$ cat config.mk
export PLATFORM = sky130hd
export DESIGN_NAME = flag_sched
export DESIGN_NICKNAME = d
export VERILOG_FILES = /design/src/rtl/flag_sched.sv
export SDC_FILE = /design/constraint.sdc
export NUM_CORES = 1
export LEC_CHECK = 0
export CAP_MARGIN = 20
export CORE_UTILIZATION = 30
export CTS_CLUSTER_DIAMETER = 60
export DETAILED_ROUTE_END_ITERATION = 16
export PLACE_DENSITY = 0.64
export SETUP_SLACK_MARGIN = 0.4
export SYNTH_ARGS = -nofsm -noshare
export SYNTH_HDL_FRONTEND = slang
export SYNTH_SLANG_ARGS = --single-unit
$ cat constraint.sdc
create_clock -name clk -period 4.06 [get_ports clk]
set_input_delay 1.015 -clock clk [delete_from_list [all_inputs] [get_ports clk]]
set_output_delay 1.015 -clock clk [all_outputs]
set_load 0.05 [all_outputs]
$ cat src/rtl/flag_sched.sv
// Condition-code issue scheduler: stalls flag-dependent instructions
// until in-flight flag setters retire, and tracks the architectural CPSR flags.
module flag_sched #(
  parameter int MAXPEND = 2
) (
  input  logic       clk,
  input  logic       nreset,
  input  logic       issuevalidin,
  input  logic [3:0] condin,
  input  logic       setsin,
  input  logic       aluflagsvalidin,
  input  logic [3:0] aluflagsin,
  input  logic       flushin,
  output logic       issuereadyout,
  output logic       execout,
  output logic       skipout,
  output logic [3:0] cpsrout,
  output logic [1:0] pendingout,
  output logic       errout
);

  localparam logic [1:0] MAXP = 2'(MAXPEND);

  logic [3:0] eff;
  logic [2:0] code;
  logic       sel;
  logic       fn, fz, fc, fv;
  logic       base;
  logic       pass;
  logic       dep;
  logic       stall;
  logic       acc;
  logic       ret;
  logic       inc;

  assign code = condin[3:1];
  assign sel  = condin[0];
  assign dep  = (code != 3'b111);

  // A sole in-flight setter returning now forwards its flags directly.
  assign eff = (aluflagsvalidin && pendingout == 2'd1) ?
               aluflagsin : cpsrout;
  assign {fn, fz, fc, fv} = eff;

  always_comb begin
    base = 1'b1;
    unique case (code)
      3'b000: base = fz;
      3'b001: base = fc;
      3'b010: base = fn;
      3'b011: base = fv;
      3'b100: base = fc & ~fz;
      3'b101: base = ~(fn ^ fv);
      3'b110: base = ~fz & ~(fn ^ fv);
      3'b111: base = 1'b1;
    endcase
    pass = (code == 3'b111) ? 1'b1 : (base ^ sel);
  end

  assign stall = issuevalidin & (
      (dep & (pendingout >= 2'd2)) |
      (dep & (pendingout == 2'd1) & ~aluflagsvalidin) |
      (setsin & (pendingout == MAXP) & ~aluflagsvalidin));

  assign issuereadyout = nreset & ~flushin & ~stall;
  assign acc = issuevalidin & issuereadyout;
  assign inc = acc & setsin & pass;
  assign ret = aluflagsvalidin & (pendingout != 2'd0) & ~flushin;

  always_ff @(posedge clk) begin
    if (!nreset) begin
      cpsrout    <= 4'b0000;
      pendingout <= 2'd0;
      execout    <= 1'b0;
      skipout    <= 1'b0;
      errout     <= 1'b0;
    end else begin
      execout <= acc & pass;
      skipout <= acc & ~pass;
      if (flushin)
        pendingout <= 2'd0;
      else
        pendingout <= pendingout + {1'b0, inc} - {1'b0, ret};
      if (ret)
        cpsrout <= aluflagsin;
      if (aluflagsvalidin && pendingout == 2'd0 && !flushin)
        errout <= 1'b1;
    end
  end

endmodule

**After elaboration in Yosys (flattened, before gate mapping)**

Cells that the tools add are included.
W data, S select, Z words.

- Add/sub/neg operators: 2
- Magnitude comparators: 1
- Equal/unequal tests: 10
- Multiplexer cells: 3
- Bitwise operators: 28
- Reduce and logical (&&, ||, !) cells: 8

Operators by type and width:

| operator | number |
|---|---|
| $and A1 B1 Y1 | 17 |
| $eq A3 B3 Y1 const B | 4 |
| $pmux W1 S8 | 1 |
| $not A1 Y1 | 7 |
| $eq A3 B2 Y1 const B | 2 |
| $mux W4 | 1 |
| $eq A3 B1 Y1 const B | 1 |
| $logic_and A1 B1 Y1 | 3 |
| $logic_not A3 Y1 | 1 |
| $ne A3 B3 Y1 const B | 1 |
| $add A2 B1 Y2 | 1 |
| $eq A2 B1 Y1 const B | 1 |
| $eq A2 B2 Y1 const B | 1 |
| $ge A2 B2 Y1 const B | 1 |
| $logic_not A2 Y1 | 1 |
| $or A1 B1 Y1 | 2 |
| $reduce_bool A2 Y1 | 1 |
| $reduce_or A2 Y1 | 1 |
| $sub A2 B1 Y2 | 1 |
| $xor A1 B1 Y1 | 2 |
| $logic_not A1 Y1 | 1 |
| $mux W1 | 1 |

- Register bits after elaboration: 9
- Input bits: 14
- Output and inout port bits: 10
- Word-level logic and storage cells: 57

**Depth between registers and ports, before layout**

Gate-level depths: netlist of run 1.

- Depth after elaboration: 13
- Depth in mapped cells: 13
- Depth with buffers taken out: 12

**Least setup slack after synthesis of run 1**

OpenSTA, ideal clock, no wires.

- Kind: in2out
- From: input condin[1]
- To: output issuereadyout
- Arrival: 2.479 ns
- Required time: 3.045 ns
- Path slack: 0.566 ns
- Stages: 5
- Path buffers: 1
- Cells stage by stage: clkbuf_1 -> nand3_1 -> o21ai_0 -> nand2_1 -> a21oi_1

- Longest elaborated chain between the ends: 8
- Elaborated cells on any way between the ends: 9
- Classes of those cells: eq/ne (1); bitwise (8)

Ends and longest elaborated chain:

| item | RTL line | RTL |
|---|---|---|
| start: declaration | 9 | `input logic [3:0] condin,` |
| $ne A3 B3 Y1 (*) | 38 | `assign dep = (code != 3'b111);` |
| $and A1 B1 Y1 (2 in series) | 62 | `(dep & (pendingout == 2'd1) & ~aluflagsvalidin) \|` |
| $or A1 B1 Y1 (*) | 61 | `(dep & (pendingout >= 2'd2)) \|` |
| $or A1 B1 Y1 (*) | 62 |  |
| $and A1 B1 Y1 (*) | 60 | `assign stall = issuevalidin & (` |
| $not A1 Y1 (*) | 65 | `assign issuereadyout = nreset & ~flushin & ~stall;` |
| $and A1 B1 Y1 (*) | 65 |  |
| end: declaration | 14 | `output logic issuereadyout,` |

Mark *: on every way between the ends. The rest lies on a longest branch, timed or not.

**Final worst setup path of run 1**

- From: input condin[3]
- To: output issuereadyout

Same word-level chain as after synthesis.

==> results of run 1 <==
==> metal layers <==
metal	vias up	routed length [µm]	share of wire, %
met1	394	1030	49
met4	0	0	0
li1	409	-	-
met3	0	78	3.7
met2	18	990	47
met5	-	0	0
==> placed cells by master, fill, tap and decap left out, types with 3 or more instances in the layout <==
cell type,n
nand2b_1,3
nor3_1,3
nand3b_1,3
inv_1,6
nor2_1,11
nand2_1,6
buf_4,5
mux2i_1,7
clkdlybuf4s50_1,19
clkbuf_4,3
nor2b_1,6
dfxtp_1,9
xnor2_1,3
nand4_1,3
==> flip-flops by register name, indices dropped and copies added (netlist names) <==
register    count
cpsrout         4
pendingout      2
errout          1
execout         1
skipout         1
==> cells in the mapped netlist <==
master and n:
nor2_1 11, and3b_1 1, dfxtp_1 9, a31oi_1 2, nand3b_2 1, mux4_2 1, nand3_1 1, xor2_1 1
nor2b_1 6, nor3b_1 2, and2_1 1, mux2_2 1, nand4_1 3, o221ai_1 1, a21oi_1 2, ha_1 2
o21ai_0 2, o211ai_1 2, nand2b_1 3, a221o_1 1, or3_1 2, xnor2_1 3, and4b_1 1, inv_1 6
or3b_1 1, mux2i_1 7, nand3b_1 3, a211oi_1 1, a211o_1 2, buf_6 2, a221oi_1 1, clkbuf_1 1
nand2_1 6, nor3_1 3, or2_2 1, o21a_1 1, a32o_1 1, o31a_1 1
==> final cells by class <==
| class | instances | area [µm²] | share of cell area [%] |
|---|---|---|---|
| Clock buffer | 4 | 26.3 | 2.31 |
| Multi-Input combinational cell | 78 | 588 | 51.8 |
| Inverter | 6 | 22.5 | 1.98 |
| Sequential cell | 9 | 180 | 15.9 |
| Timing Repair Buffer | 28 | 282 | 24.8 |
| Tap cell | 30 | 37.5 | 3.30 |
==> repair_timing <==
| action | in CTS | in global routing |
|---|---|---|
| resized for setup | 3 | 10 |
| pin swaps | 0 | 1 |
| endpoints found under the setup margin | 1 | 2 |
| gates cloned | 0 | 0 |
| setup buffers | 0 | 1 |
==> worst max path at each step <==
stage,slack (ps),end,startpoint
after detailed placement,70,pendingout[1],aluflagsvalidin
after global placement,110,pendingout[1],aluflagsvalidin
after global routing,390,pendingout[1],condin[3]
final,520,issuereadyout,condin[3]
after floorplan,570,issuereadyout,condin[1]
after CTS,400,issuereadyout,condin[1]
==> report_power, final <==
group	total, mW	switching (mW)	internal (mW)	leakage [nW]
sequential	0.0911	0.00112	0.0900	0.0729
clock	0.0707	0.0328	0.0379	0.0150
combinational	0.0657	0.0327	0.0331	0.389
==> per-stage QoR <==
step           instance area, µm²  total power, mW
2_1_floorplan                 779            0.125
3_3_place_gp                 1060            0.154
3_5_place_dp                 1060            0.155
4_1_cts                      1100            0.226
5_1_grt                      1140            0.239
6_report                     1140            0.228
==> critical path: stages <==
cell and delay, ps:
clkdlybuf4s50_1 480, buf_4 190, nand3_1 150, o21ai_1 220, nand2_1 100, a21oi_2 210
buf_12 160
==> logic make-up (layout without fill, tap and decap cells) <==
kind of cell / Yosys count / count (layout) / share of synthesized area, %
AO/OA/AOI/OAI: 17 / 17 / 16.2
XOR/XNOR: 4 / 4 / 4.50
adder cells (fa/ha/maj): 2 / 2 / 3.21
buffers and inverters: 9 / 38 / 6.26
flip-flops: 9 / 9 / 23.1
multiplexers: 9 / 9 / 13.3
AND/OR/NAND/NOR: 46 / 46 / 33.4
==> flow_summary.yaml, run 1 <==
status:
  run_status: "completed"
pwr:
  p_leak_nw: 0.476
  peakVddDrop_uv: 147
  cellPowerDensity_nw_per_um2: 200
timing:
  fmax_mhz: 283
  fin_setup_tns_ps: 0
  slew_violations: 0
  hold_slack_ps: 497
  fin_crit_sh_pct: 87.2
  period_minus_slack_ps: 3540
  rsz0062_at_grt: "yes"
  finalHoldViolCount: 0
  maxSlewHeadroom_pct: 66.8
  setup_viol: 0
  fin_skew_ps: 1.94
  tightest_slew_ps: 496
  finalWorstSetupSlack_ps: 521
global_route:
  met1_usage_pct: 21.7
  grt_antenna_before_repair: 0
  grt_max_degree: 14
  grt_pass1_vias: 705
  grt_pass1_wl_um: 3170
  grt_usage_pct: 15.6
  busiest_layer: "met2"
  grt_util_met3_pct: 4.60
  use_met2_pct: 23.0
  overflow: 0
floorplan:
  row_count: 18
  initial_core_util_pct: 31.8
  io_pins: 24
  core_area_um2: 2450
  die_h_um: 53.0
  die-area_um2: 2810
  die_w_um: 53.0
critical_path:
  reg2reg_to: "pendingout[1]"
  crit_arrival_ps: 2520
  crit_type: "in2out"
  reg2reg_slack_ps: 1160
  rr_startpoint: "pendingout[0]"
  cp.required_ps: 3040
  cp-end-kind: "output port"
  reg2reg_depth: 12
  crit_path_max_fanout: 13
  startpoint_type: "input pin"
place:
  port_buffers: 23
  dp_worst_setup_slack_ps: 74.1
  place_inst: 150
  routabilityCongestion: 0.872
  dp_hpwl_um: 1550
synth:
  synth-seq-cells: 9
  syn_nets: 112
  synth_top_area_share_pct: 23.1
  synth_top_area_cell: "dfxtp_1"
  synth.area.top_cells: "dfxtp_1 23%, mux2i_1 9.0%, nor2_1 5.3%"
  syn_inst: 96
  synth-seq-area-share_pct: 23.1
  yosysWarnings: 0
  synth_cell_types: 38
  syn_area_um2: 779
  avgSynthCellArea_um2: 8.12
route:
  wl_per_cell_um: 13.5
  ant_nets: 0
  drt_iter0_markers: 14
  wl_um: 2100
  dr.pass1.iters: 4
  viasPerCell: 5.30
  dr_total_vias: 821
  route.detailed.drc: 0
clock_tree:
  cts_sinks: 9
  clk_latency_ps: 260
  cts-hold-fix-buffers: 0
  path_clk_slew_ps: 60
  cts_buffers: 3
  cts_buffer_depth: 2
  cts_tree: "yes"
  root_buffer: "clkbuf_4"
  cts_max_level: 1
hold_path:
  hold_path_depth: 1
  holdCritStartpoint: "errout"
  whs_endpoint: "errout"
  holdCritPathClass: "reg2reg"
cells_and_area:
  syn2layout_area_growth_pct: 45.7
  antenna_cells: 0
  final_core_util_pct: 46.3
  instances_no_fill: 155
  drive_gt1_share_pct: 16.0
  nets: 142
  nFillCells: 240
job:
  cap_violations: 0
(Power assumes the default switching activity.)
==> run 2, diff against run 1 <==
--- a/config.mk
+++ b/config.mk
@@ -14,3 +14,4 @@
 export SYNTH_ARGS = -nofsm -noshare
 export SYNTH_HDL_FRONTEND = slang
 export SYNTH_SLANG_ARGS = --single-unit
+export TNS_END_PERCENT = 100
==> results of run 2 <==
Same layout as run 1: the final DEF is identical, and so are final timing and power.
